<file path="src/rtl/rf_write_arbiter.sv">
// Register-file write-port arbiter: WB stage vs. buffered long-latency unit results; optional same-cycle LU bypass via RFARB_BYPASS_EN.
// Latency: WB path is combinational (0 cycles); LU path >= 1 cycle through the FIFO (0 cycles when bypassed into an empty, idle port).
// Backpressure: lu_ready = !full (registered count only); stall_WB freezes WB for one cycle when the FIFO head has waited MAX_WAIT cycles.
module rf_write_arbiter #(
    parameter int DEPTH    = 2,
    parameter int MAX_WAIT = 4
) (
    input  logic                     clk,
    input  logic                     reset,
    input  logic                     wb_regWrite,
    input  logic [4:0]               wb_rd,
    input  logic [31:0]              wb_data,
    input  logic                     lu_valid,
    input  logic [4:0]               lu_rd,
    input  logic [31:0]              lu_data,
    output logic                     lu_ready,
    output logic                     stall_WB,
    output logic                     regWrite,
    output logic [4:0]               rd_WB,
    output logic [31:0]              writeData,
    output logic [31:0]              pending_mask,
    output logic [$clog2(DEPTH):0]   fifo_count
);

    localparam int PW = $clog2(DEPTH);
    localparam int CW = PW + 1;
    localparam logic [CW-1:0] LP_DEPTH    = CW'(DEPTH);
    localparam logic [3:0]    LP_MAX_WAIT = 4'(MAX_WAIT);

    // LU result buffer; a cleared valid bit marks an entry superseded by a WB write
    logic          r_vld  [DEPTH];
    logic [4:0]    r_rd   [DEPTH];
    logic [31:0]   r_data [DEPTH];
    logic [PW-1:0] r_wptr;
    logic [PW-1:0] r_rptr;
    logic [CW-1:0] r_count;
    logic [3:0]    r_wait;
    logic          r_stall;

    logic          w_empty;
    logic          w_full;
    logic          w_head_vld;
    logic          w_pop;
    logic          w_push;
    logic          w_wb_grant;
    logic          w_kill_head;
    logic          w_bypass;

    assign w_empty     = (r_count == '0);
    assign w_full      = (r_count == LP_DEPTH);
    assign w_head_vld  = !w_empty && r_vld[r_rptr];
    assign w_kill_head = w_wb_grant && w_head_vld && (r_rd[r_rptr] == wb_rd);
    assign w_push      = reset && lu_valid && !w_full && !w_bypass;

    assign lu_ready    = !w_full;
    assign stall_WB    = r_stall;
    assign fifo_count  = r_count;

    // Port grant in priority order: forced drain, WB, valid head, (bypass); also decides the pop
    always_comb begin
        regWrite   = 1'b0;
        rd_WB      = 5'd0;
        writeData  = 32'd0;
        w_pop      = 1'b0;
        w_wb_grant = 1'b0;
        w_bypass   = 1'b0;
        if (reset) begin
            if (r_stall) begin
                // WB request is ignored; the pipeline holds and re-presents it
                if (w_head_vld) begin
                    regWrite  = 1'b1;
                    rd_WB     = r_rd[r_rptr];
                    writeData = r_data[r_rptr];
                end
                w_pop = !w_empty;
            end else if (wb_regWrite) begin
                regWrite   = 1'b1;
                rd_WB      = wb_rd;
                writeData  = wb_data;
                w_wb_grant = 1'b1;
                // a killed head leaves without needing the port
                w_pop      = !w_empty && !r_vld[r_rptr];
            end else if (w_head_vld) begin
                regWrite  = 1'b1;
                rd_WB     = r_rd[r_rptr];
                writeData = r_data[r_rptr];
                w_pop     = 1'b1;
            end else begin
                w_pop = !w_empty;
`ifdef RFARB_BYPASS_EN
                if (w_empty && lu_valid) begin
                    regWrite  = 1'b1;
                    rd_WB     = lu_rd;
                    writeData = lu_data;
                    w_bypass  = 1'b1;
                end
`endif
            end
        end
    end

    // Pending-write mask: one-hot OR of every still-valid buffered destination
    always_comb begin
        pending_mask = 32'd0;
        for (int i = 0; i < DEPTH; i++) begin
            if (r_vld[i]) begin
                pending_mask[r_rd[i]] = 1'b1;
            end
        end
    end

    // FIFO state: kill on WB grant, then pop, then push (a same-cycle push survives the kill)
    always_ff @(posedge clk) begin
        if (!reset) begin
            r_wptr  <= '0;
            r_rptr  <= '0;
            r_count <= '0;
            for (int i = 0; i < DEPTH; i++) begin
                r_vld[i]  <= 1'b0;
                r_rd[i]   <= 5'd0;
                r_data[i] <= 32'd0;
            end
        end else begin
            if (w_wb_grant) begin
                for (int i = 0; i < DEPTH; i++) begin
                    if (r_vld[i] && (r_rd[i] == wb_rd)) begin
                        r_vld[i] <= 1'b0;
                    end
                end
            end
            if (w_pop) begin
                r_vld[r_rptr] <= 1'b0;
                r_rptr        <= r_rptr + PW'(1);
            end
            if (w_push) begin
                r_vld[r_wptr]  <= 1'b1;
                r_rd[r_wptr]   <= lu_rd;
                r_data[r_wptr] <= lu_data;
                r_wptr         <= r_wptr + PW'(1);
            end
            r_count <= r_count + CW'(w_push) - CW'(w_pop);
        end
    end

    // Starvation tracking: count denied cycles of a valid head, force one WB freeze at MAX_WAIT
    always_ff @(posedge clk) begin
        if (!reset) begin
            r_wait  <= 4'd0;
            r_stall <= 1'b0;
        end else begin
            if (w_pop || w_empty) begin
                r_wait <= 4'd0;
            end else if (w_head_vld && (r_wait != LP_MAX_WAIT)) begin
                r_wait <= r_wait + 4'd1;
            end
            r_stall <= (r_wait == LP_MAX_WAIT) && w_head_vld && !w_pop && !w_kill_head;
        end
    end

endmodule

</file>
<file path="config.mk">
export PLATFORM = sky130hd
export DESIGN_NAME = rf_write_arbiter
export DESIGN_NICKNAME = d
export VERILOG_FILES = /design/src/rtl/rf_write_arbiter.sv
export SDC_FILE = /design/constraint.sdc
export NUM_CORES = 1
export LEC_CHECK = 0
export CAP_MARGIN = 20
export CORE_ASPECT_RATIO = 1.4
export CORE_MARGIN = 3
export CORE_UTILIZATION = 45
export CTS_CLUSTER_SIZE = 28
export DETAILED_ROUTE_END_ITERATION = 10
export PLACE_DENSITY_LB_ADDON = 0.08
export SLEW_MARGIN = 20
export SYNTH_ARGS = -nofsm -noshare
export SYNTH_HDL_FRONTEND = slang
export SYNTH_SLANG_ARGS = --single-unit
</file>
<file path="constraint.sdc">
create_clock -name clk -period 5.7 [get_ports clk]
set_input_delay 1.14 -clock clk [delete_from_list [all_inputs] [get_ports clk]]
set_output_delay 1.14 -clock clk [all_outputs]
set_load 0.005 [all_outputs]
</file>
==> results of run 1 <==
## area by class of cell
| cell class | count | area share |
|---|---|---|
| tap | 135 | 0.0255 |
| timing repair buffer | 157 | 0.235 |
| sequential | 86 | 0.372 |
| multi-input combinational | 311 | 0.313 |
| clock buffer | 9 | 0.0340 |
| inverter | 5 | 0.00284 |
| clock inverter | 7 | 0.0170 |
## logic make-up (layout without fill, tap and decap cells)
kind of cell	after synthesis	in the layout	share of synthesized area
buf+inv	33	178	0.0294
flops	86	86	0.531
fa+ha+maj	4	4	0.0108
mux	39	39	0.0842
simple gates	169	169	0.206
compound gates	79	79	0.100
xor+xnor	20	20	0.0378
## final timing paths
check / start / endpoint / slack (ns) / cells past startpoint
max: reset / writeData[16] / 1.12 / 5
min: r_rptr / flip-flop / 0.51 / 2
max reg2reg: fifo_count[0] / r_rd[1][0] / 3.57 / 4
min reg2reg: r_rptr / flip-flop / 0.51 / 2
## report_power, final
| group | switching, mW | internal, mW |
|---|---|---|
| clock | 0.230 | 0.426 |
| sequential | 0.0409 | 0.757 |
| combinational | 0.227 | 0.236 |
| total | 0.498 | 1.42 |
## worst max-delay path: cells and delay by family
kind / cells / cell delay (ns)
buf+inv: 2 / 1.31
compound gates: 2 / 0.57
simple gates: 1 / 0.41
## sequential cells by signal, summed over array words and instances (netlist names), named ones only
register / count
r_rptr: 1
r_wptr: 1
r_wait: 4
r_data: 64
r_vld: 2
stall_WB: 1
r_rd: 10
fifo_count: 2
## metal layers
layer / vias up / GRT usage / wire length (um)
met2: 142 / 0.378 / 6270
met4: 0 / 0.0735 / 202
met5: - / 0 / 0
met3: 14 / 0.0496 / 799
li1: 1834 / - / -
met1: 1838 / 0.227 / 4500
## Yosys cell counts (all sizes together)
library cell | n | area (um^2)
nand2 | 42 | 158
nand3 | 8 | 40.0
nor4 | 3 | 18.8
nand4 | 1 | 6.26
o21ai | 39 | 199
nor2 | 10 | 37.5
nand3b | 10 | 75.1
or3 | 2 | 12.5
dfxtp | 12 | 240
ha | 4 | 50.1
and3b | 1 | 8.76
a31o | 1 | 8.76
inv | 5 | 18.8
o32a | 1 | 10.0
clkbuf | 18 | 67.6
a32oi | 1 | 8.76
or3b | 6 | 52.6
a31oi | 1 | 6.26
nor3b | 2 | 20.0
a21boi | 3 | 22.5
o22ai | 32 | 200
nand2b | 3 | 21.3
nor4b | 1 | 8.76
nor3 | 2 | 10.0
and2 | 77 | 482
xor2 | 10 | 87.6
a41o | 1 | 10.0
buf | 10 | 50.1
xnor2 | 10 | 87.6
or2 | 1 | 6.26
mux2i | 39 | 390
edfxtp | 74 | 2220
## per-stage QoR
step / power, mW / area, um^2
4_1_cts: 1.93 / 6620
5_1_grt: 2.01 / 6620
2_1_floorplan: 1.08 / 4640
3_5_place_dp: 1.28 / 6280
3_3_place_gp: 1.27 / 6280
6_report: 1.92 / 6620
==> flow_metrics.tcl, run 1 <==
set metrics [dict create \
    status "completed" \
    cap_violations 0 \
    layout-drive-gt1-share 0.0661 \
    ctsResizeCount 0 \
    synthCells 430 \
    ys_seq_area_frac 0.531 \
    cts_hold_buf 0 \
    irDropWorstVdd_mv 0.233 \
    p_leak_nw 2.29 \
    syn_to_final_growth_pct 42.7 \
    syn_area_um2 4640 \
    final_cell_mix "clkdlybuf4s50_1, and2_1, edfxtp_1" \
    dp_hpwl_um 8520 \
    cts.htree.levels 3 \
    cp-start-kind "primary input" \
    syn_area_per_cell_um2 10.8 \
    vias 3828 \
    dieArea_um2 11600 \
    dp_cells 694 \
    skew_ns 0.00920 \
    slowest_delay_ns 0.77 \
    rows 43 \
    num-nets-final 652 \
    grt_max_degree 38 \
    vias_per_cell 5.39 \
    cts_setup_buffers 0 \
    wl_um 11800 \
    die_h_um 126 \
    register_area_um2 2460 \
    first_pass_iters 4 \
    worst_slew_pin_slew_ns 0.972 \
    fin_crit_sh 0.804 \
    finalSetupTns_ns 0 \
    root_buffer "clkbuf_16" \
    multi_input_area_um2 2070 \
    critPathSlowestCell "clkdlybuf4s50_1" \
    final_core_util 0.661 \
    crit_path_cell_trace "clkdlybuf4s50_1, nor3b_2, o21ai_4, o21ai_1, clkdlybuf4s50_1" \
    insertedDiodeCount 0 \
    ioPinCount 152 \
    antenna_found_initial 0 \
    ant_nets 0 \
    synth_cell_type_count 36 \
    fin_hold_ws_ns 0.513 \
    rsz0062_at_grt "no" \
    grt_pass1_vias 3908 \
    hold_viol 0 \
    worstPathMaxFanout 37 \
    cts_tree "done" \
    min_period_ns 4.58 \
    end_kind "output port" \
    initial_core_util 0.463 \
    cts_buffers 9 \
    setup_viol 0 \
    grt_pass1_wl_um 19000 \
    place_congestion 0.892 \
    layout_setup_ws_ns 1.12 \
    synth_nets 512 \
    clock_sinks 86 \
    crit_top_cell "clkdlybuf4s50_1" \
    clkLatencyLatePin_ns 0.33 \
    core_area_um2 10000 \
    required_ns 4.56 \
    max-slew-margin-rel 0.350 \
    fmaxAchievable_ghz 0.218 \
    grt.total_usage 0.205 \
    layoutNonFillerInstCount 710 \
    wire_per_inst_um 16.6 \
    preCtsSetupSlack_ns 1.10 \
    power_density_nw_per_um2 290 \
    drt_iter0_drc 283 \
    hold_class "reg -> reg" \
    clkTransAtPathRegs_ns 0.06 \
    critPathKind "in -> out" \
    final_common_cell "clkdlybuf4s50_1" \
    cp.arrival_ns 3.44 \
    slew_violations 0 \
    synth_seq_cells 86 \
    die_x_um 91.8 \
    post-route-drc-count 0 \
    globalRouteOverflowTotal 0 \
    cts_max_path_buffers 2 \
    ys_warn_count 0 \
    io_buffers 151 \
    fillers 815 \
]
Note: power is estimated with default switching activity, not from simulation.
==> run 2: changes to the inputs <==
--- a/config.mk
+++ b/config.mk
@@ -8,7 +8,7 @@
 export CAP_MARGIN = 20
 export CORE_ASPECT_RATIO = 1.4
 export CORE_MARGIN = 3
-export CORE_UTILIZATION = 45
+export CORE_UTILIZATION = 42
 export CTS_CLUSTER_SIZE = 28
 export DETAILED_ROUTE_END_ITERATION = 10
 export PLACE_DENSITY_LB_ADDON = 0.08
==> constraint.sdc (replaced) <==
create_clock -name clk -period 4.1 [get_ports clk]
set_input_delay 0.82 -clock clk [delete_from_list [all_inputs] [get_ports clk]]
set_output_delay 0.82 -clock clk [all_outputs]
set_load 0.005 [all_outputs]
==> flow_metrics.tcl, run 2 (synthesized netlist as in run 1, its figures left out) <==
set metrics [dict create \
    status "completed" \
    cts_setup_buffers 0 \
    layout-drive-gt1-share 0.0660 \
    critPathKind "in -> out" \
    ant_nets 0 \
    first_pass_iters 5 \
    die_x_um 94.8 \
    drt_iter0_drc 157 \
    grt_pass1_wl_um 18100 \
    grt_pass1_vias 3704 \
    wire_per_inst_um 16.3 \
    post-route-drc-count 0 \
    worstPathMaxFanout 23 \
    globalRouteOverflowTotal 0 \
    die_h_um 130 \
    rsz0062_at_grt "no" \
    ioPinCount 152 \
    insertedDiodeCount 0 \
    cap_violations 0 \
    vias 3714 \
    top_layer "met4" \
    dieArea_um2 12400 \
    clock_sinks 86 \
    wl_met3_um 715 \
    p_leak_nw 2.28 \
    setup_viol 0 \
    wl_met2_um 6190 \
    initial_core_util 0.439 \
    largest-register "r_data" \
    min_period_ns 3.69 \
    dp_hpwl_um 8160 \
    wl_met1_um 4590 \
    finalSetupTns_ns 0 \
    antenna_found_initial 0 \
    clkTransAtPathRegs_ns 0.05 \
    slew_violations 0 \
    cts_hold_buf 0 \
    end_kind "output port" \
    io_buffers 151 \
    worst_slew_pin_slew_ns 0.951 \
    final_common_cell "clkdlybuf4s50_1" \
    top_regs "r_data: 64 flops, r_rd: 10 flops, r_wait: 4 flops" \
    preCtsSetupSlack_ns 0.399 \
    max-slew-margin-rel 0.364 \
    cp-start-kind "primary input" \
    vias_per_cell 5.20 \
    skew_ns 0.00867 \
    core_area_um2 10600 \
    hold_class "reg -> reg" \
    largest_reg_flops 64 \
    cts_buffers 9 \
    root_buffer "clkbuf_16" \
    fmaxAchievable_ghz 0.271 \
    grt.total_usage 0.191 \
    irDropWorstVdd_mv 0.276 \
    num-nets-final 653 \
    grt_max_degree 40 \
    final_cell_mix "clkdlybuf4s50_1, and2_1, edfxtp_1" \
    cts_max_path_buffers 2 \
    finalPower_mw 2.60 \
    syn_to_final_growth_pct 42.7 \
    cts.htree.levels 3 \
    rows 44 \
    wl_um 11600 \
    layout_setup_ws_ns 0.405 \
    clkLatencyLatePin_ns 0.33 \
    place_congestion 0.814 \
    required_ns 3.28 \
    fin_crit_sh 0.901 \
    cts_tree "done" \
    cp.arrival_ns 2.87 \
    hold_viol 0 \
    power_density_nw_per_um2 394 \
    ctsResizeCount 0 \
]
run 2: metal layers:
| metal | up-vias | global-route usage |
|---|---|---|
| met3 | 13 | 0.0433 |
| met2 | 108 | 0.348 |
| li1 | 1833 | - |
| met5 | - | 0 |
| met4 | 0 | 0.0705 |
| met1 | 1760 | 0.215 |
run 2: worst max-delay path, cell delays in order:
cell             delay, ns
clkdlybuf4s50_1       0.49
nor3b_2               0.34
o21ai_4               0.26
buf_4                 0.27
o21ai_1               0.15
clkdlybuf4s50_1       0.53
run 2: worst paths after layout:
| check | depth (start not counted) | end | slack, ns | from |
|---|---|---|---|---|
| max | 6 | writeData[13] | 0.41 | reset |
| min | 2 | r_wptr | 0.49 | r_wptr |
| max reg2reg | 8 | fifo_count[1] | 2.05 | r_vld[1] |
| min reg2reg | 2 | r_wptr | 0.49 | r_wptr |
run 2: power by group:
group          internal, mW  switching, mW
combinational         0.330          0.316
sequential             1.05         0.0562
clock                 0.529          0.319
run 2: layout make-up:
| cell class | count | area, um^2 |
|---|---|---|
| Sequential cell | 86 | 2460 |
| Clock buffer | 9 | 225 |
| Timing Repair Buffer | 158 | 1580 |
| Tap cell | 138 | 173 |
| Multi-Input combinational cell | 311 | 2070 |
| Clock inverter | 7 | 88.8 |
| Inverter | 5 | 18.8 |
| Fill cell | 901 | 3960 |
run 2: metrics by stage:
stage	instance area [um^2]	util	hold slack (ns)	cells
after floorplan	4640	-	0.457	430
after global placement	6300	0.596	0.478	698
after detailed placement	6300	0.596	0.491	698
after CTS	6620	0.626	0.499	714
after global routing	6620	0.626	0.528	714
final	6620	0.626	0.494	714
==> run 3: changes to the inputs <==
--- a/config.mk
+++ b/config.mk
@@ -5,13 +5,15 @@
 export SDC_FILE = /design/constraint.sdc
 export NUM_CORES = 1
 export LEC_CHECK = 0
+export ABC_AREA = 1
 export CAP_MARGIN = 20
 export CORE_ASPECT_RATIO = 1.4
 export CORE_MARGIN = 3
-export CORE_UTILIZATION = 42
+export CORE_UTILIZATION = 43
 export CTS_CLUSTER_SIZE = 28
 export DETAILED_ROUTE_END_ITERATION = 10
 export PLACE_DENSITY_LB_ADDON = 0.08
+export REMOVE_ABC_BUFFERS = 1
 export SLEW_MARGIN = 20
 export SYNTH_ARGS = -nofsm -noshare
 export SYNTH_HDL_FRONTEND = slang
==> flow_metrics.tcl, run 3 <==
set metrics [dict create \
    syn_area_um2 4930 \
    place_area_um2 6480 \
    ys_warn_count 0 \
    initial_core_util 0.446 \
    synth_cell_type_count 28 \
    async_flop_share 0 \
    place_congestion 0.934 \
    synthTopCellsByCount "nand2_1, nor2_1, edfxtp_1" \
    post-route-drc-count 0 \
    cp-start-kind "primary input" \
    p_leak_nw 2.72 \
    slew_violations 0 \
    cts_tree "done" \
    top_regs "r_data: 64 flops, r_rd: 10 flops, r_wait: 4 flops" \
    final_area_um2 6780 \
    skew_ns 0.00640 \
    grt_max_degree 39 \
    holdPathStages 2 \
    r2r-start "fifo_count[0]" \
    worstHoldStart "r_wait[3]" \
    worstPathMaxFanout 32 \
    insertedDiodeCount 0 \
    largest-register "r_data" \
    cp.arrival_ns 2.94 \
    globalRouteOverflowTotal 0 \
    worst_slew_pin_slew_ns 0.971 \
    finalSetupTns_ns 0 \
    num-nets-final 808 \
    irDropWorstVdd_mv 0.242 \
    reg2regPathDepth 5 \
    die_h_um 133 \
    cap_violations 0 \
    yosys-top-cells-area "edfxtp_1, nand2_1, nor2_1, mux2i_1, inv_1" \
    reg2reg_slack_ns 2.18 \
    end_kind "output port" \
    critPathKind "in -> out" \
    root_buffer "clkbuf_16" \
    fmaxAchievable_ghz 0.266 \
    wire_per_inst_um 15.1 \
    max-slew-margin-rel 0.350 \
    cts_buffers 9 \
    yosysMostFrequentCell "nand2_1" \
    cts_setup_buffers 0 \
    grt_pass1_vias 4463 \
    ioPinCount 152 \
    hold_viol 0 \
    reg2reg_to "r_data[1][2]" \
    syn_area_per_cell_um2 8.46 \
    ys_seq_area_frac 0.500 \
    largest_reg_flops 64 \
    min_to "r_wait[3]" \
    fin_hold_ws_ns 0.502 \
    synth_flop_cell "edfxtp_1" \
    vias 4368 \
    syn_to_final_growth_pct 37.6 \
    cts_max_path_buffers 2 \
    core_area_um2 11000 \
    clkTransAtPathRegs_ns 0.06 \
    die_x_um 96.5 \
    clkLatencyLatePin_ns 0.33 \
    grt_pass1_wl_um 20900 \
    status "completed" \
    required_ns 3.28 \
    cts_hold_buf 0 \
    antenna_found_initial 0 \
    io_buffers 151 \
    fillers 998 \
    synth_seq_cells 86 \
    ctsResizeCount 0 \
    dp_hpwl_um 9530 \
    layout-drive-gt1-share 0.0644 \
    min_period_ns 3.76 \
    clock_sinks 86 \
    grt.total_usage 0.209 \
    ant_nets 0 \
    final_common_cell "clkdlybuf4s50_1" \
    setup_viol 0 \
    synth_area_leader_cell "edfxtp_1" \
    power_density_nw_per_um2 393 \
    yosys.area.top_type_share 0.451 \
    synthCells 582 \
    synth_enable_flop_cells 74 \
    rows 45 \
    wl_um 13100 \
    final_cell_mix "clkdlybuf4s50_1, nand2_1, nor2_1" \
    first_pass_iters 4 \
    rsz0062_at_grt "no" \
    hold_class "reg -> reg" \
    dieArea_um2 12800 \
    final_core_util 0.614 \
    fin_crit_sh 0.918 \
    cts.htree.levels 3 \
    vias_per_cell 5.01 \
    drt_iter0_drc 222 \
]
-- run 3: through the flow --
step / total power [mW] / cells / setup slack, ns
2_1_floorplan: 1.56 / 557 / 0.931
3_3_place_gp: 1.87 / 856 / 0.405
3_5_place_dp: 1.88 / 856 / 0.338
4_1_cts: 2.69 / 871 / 0.326
5_1_grt: 2.81 / 871 / 0.200
6_report: 2.66 / 871 / 0.336
-- run 3: cell type report --
cell class              instances  area (um^2)  share of cell area
inverters                      74          278              0.0410
well taps                     141          176              0.0260
flip-flops and latches         86         2460               0.363
clock buffers                   9          225              0.0332
clock inverters                 6         70.1              0.0103
multi-input cells             397         2000               0.295
repair buffers                158         1560               0.231
-- run 3: routing by layer --
metal | wire length [um] | track usage | vias to the layer above
li1 | - | - | 2185
met1 | 5240 | 0.236 | 1997
met2 | 6780 | 0.374 | 160
met3 | 768 | 0.0387 | 26
met4 | 339 | 0.0920 | 0
met5 | 0 | 0 | -
-- run 3: cells by family (layout without fill, tap and decap cells) --
logic type      count (synthesis)  count (layout)  synth area share
fa+ha+maj                       4               4            0.0102
simple gates                  276             276             0.238
mux                            32              32            0.0650
flops                          86              86             0.500
compound gates                 80              80            0.0836
xor+xnor                        5               5           0.00889
buf+inv                        99             247            0.0945
-- run 3: power breakdown --
| part | switching (mW) | leakage [nW] | internal, mW |
|---|---|---|---|
| Sequential | 0.0569 | 0.872 | 1.07 |
| Combinational | 0.414 | 1.72 | 0.320 |
| Clock | 0.331 | 0.135 | 0.473 |
| Total | 0.802 | 2.72 | 1.86 |
-- run 3: critical path: stages --
cell,delay [ns]
clkdlybuf4s50_1,0.46
inv_1,0.04
nor2_2,0.17
nand2_2,0.19
inv_2,0.44
nand2_1,0.13
o21ai_1,0.13
clkdlybuf4s50_1,0.54
-- run 3: how the worst max path moves through the flow --
stage / startpoint / cells after the start / endpoint
after global placement: wb_regWrite / 8 / writeData[16]
after detailed placement: wb_regWrite / 8 / writeData[21]
after floorplan: flip-flop / 5 / writeData[0]
after CTS: wb_regWrite / 8 / writeData[21]
after global routing: reset / 6 / writeData[31]
final: wb_regWrite / 8 / writeData[21]
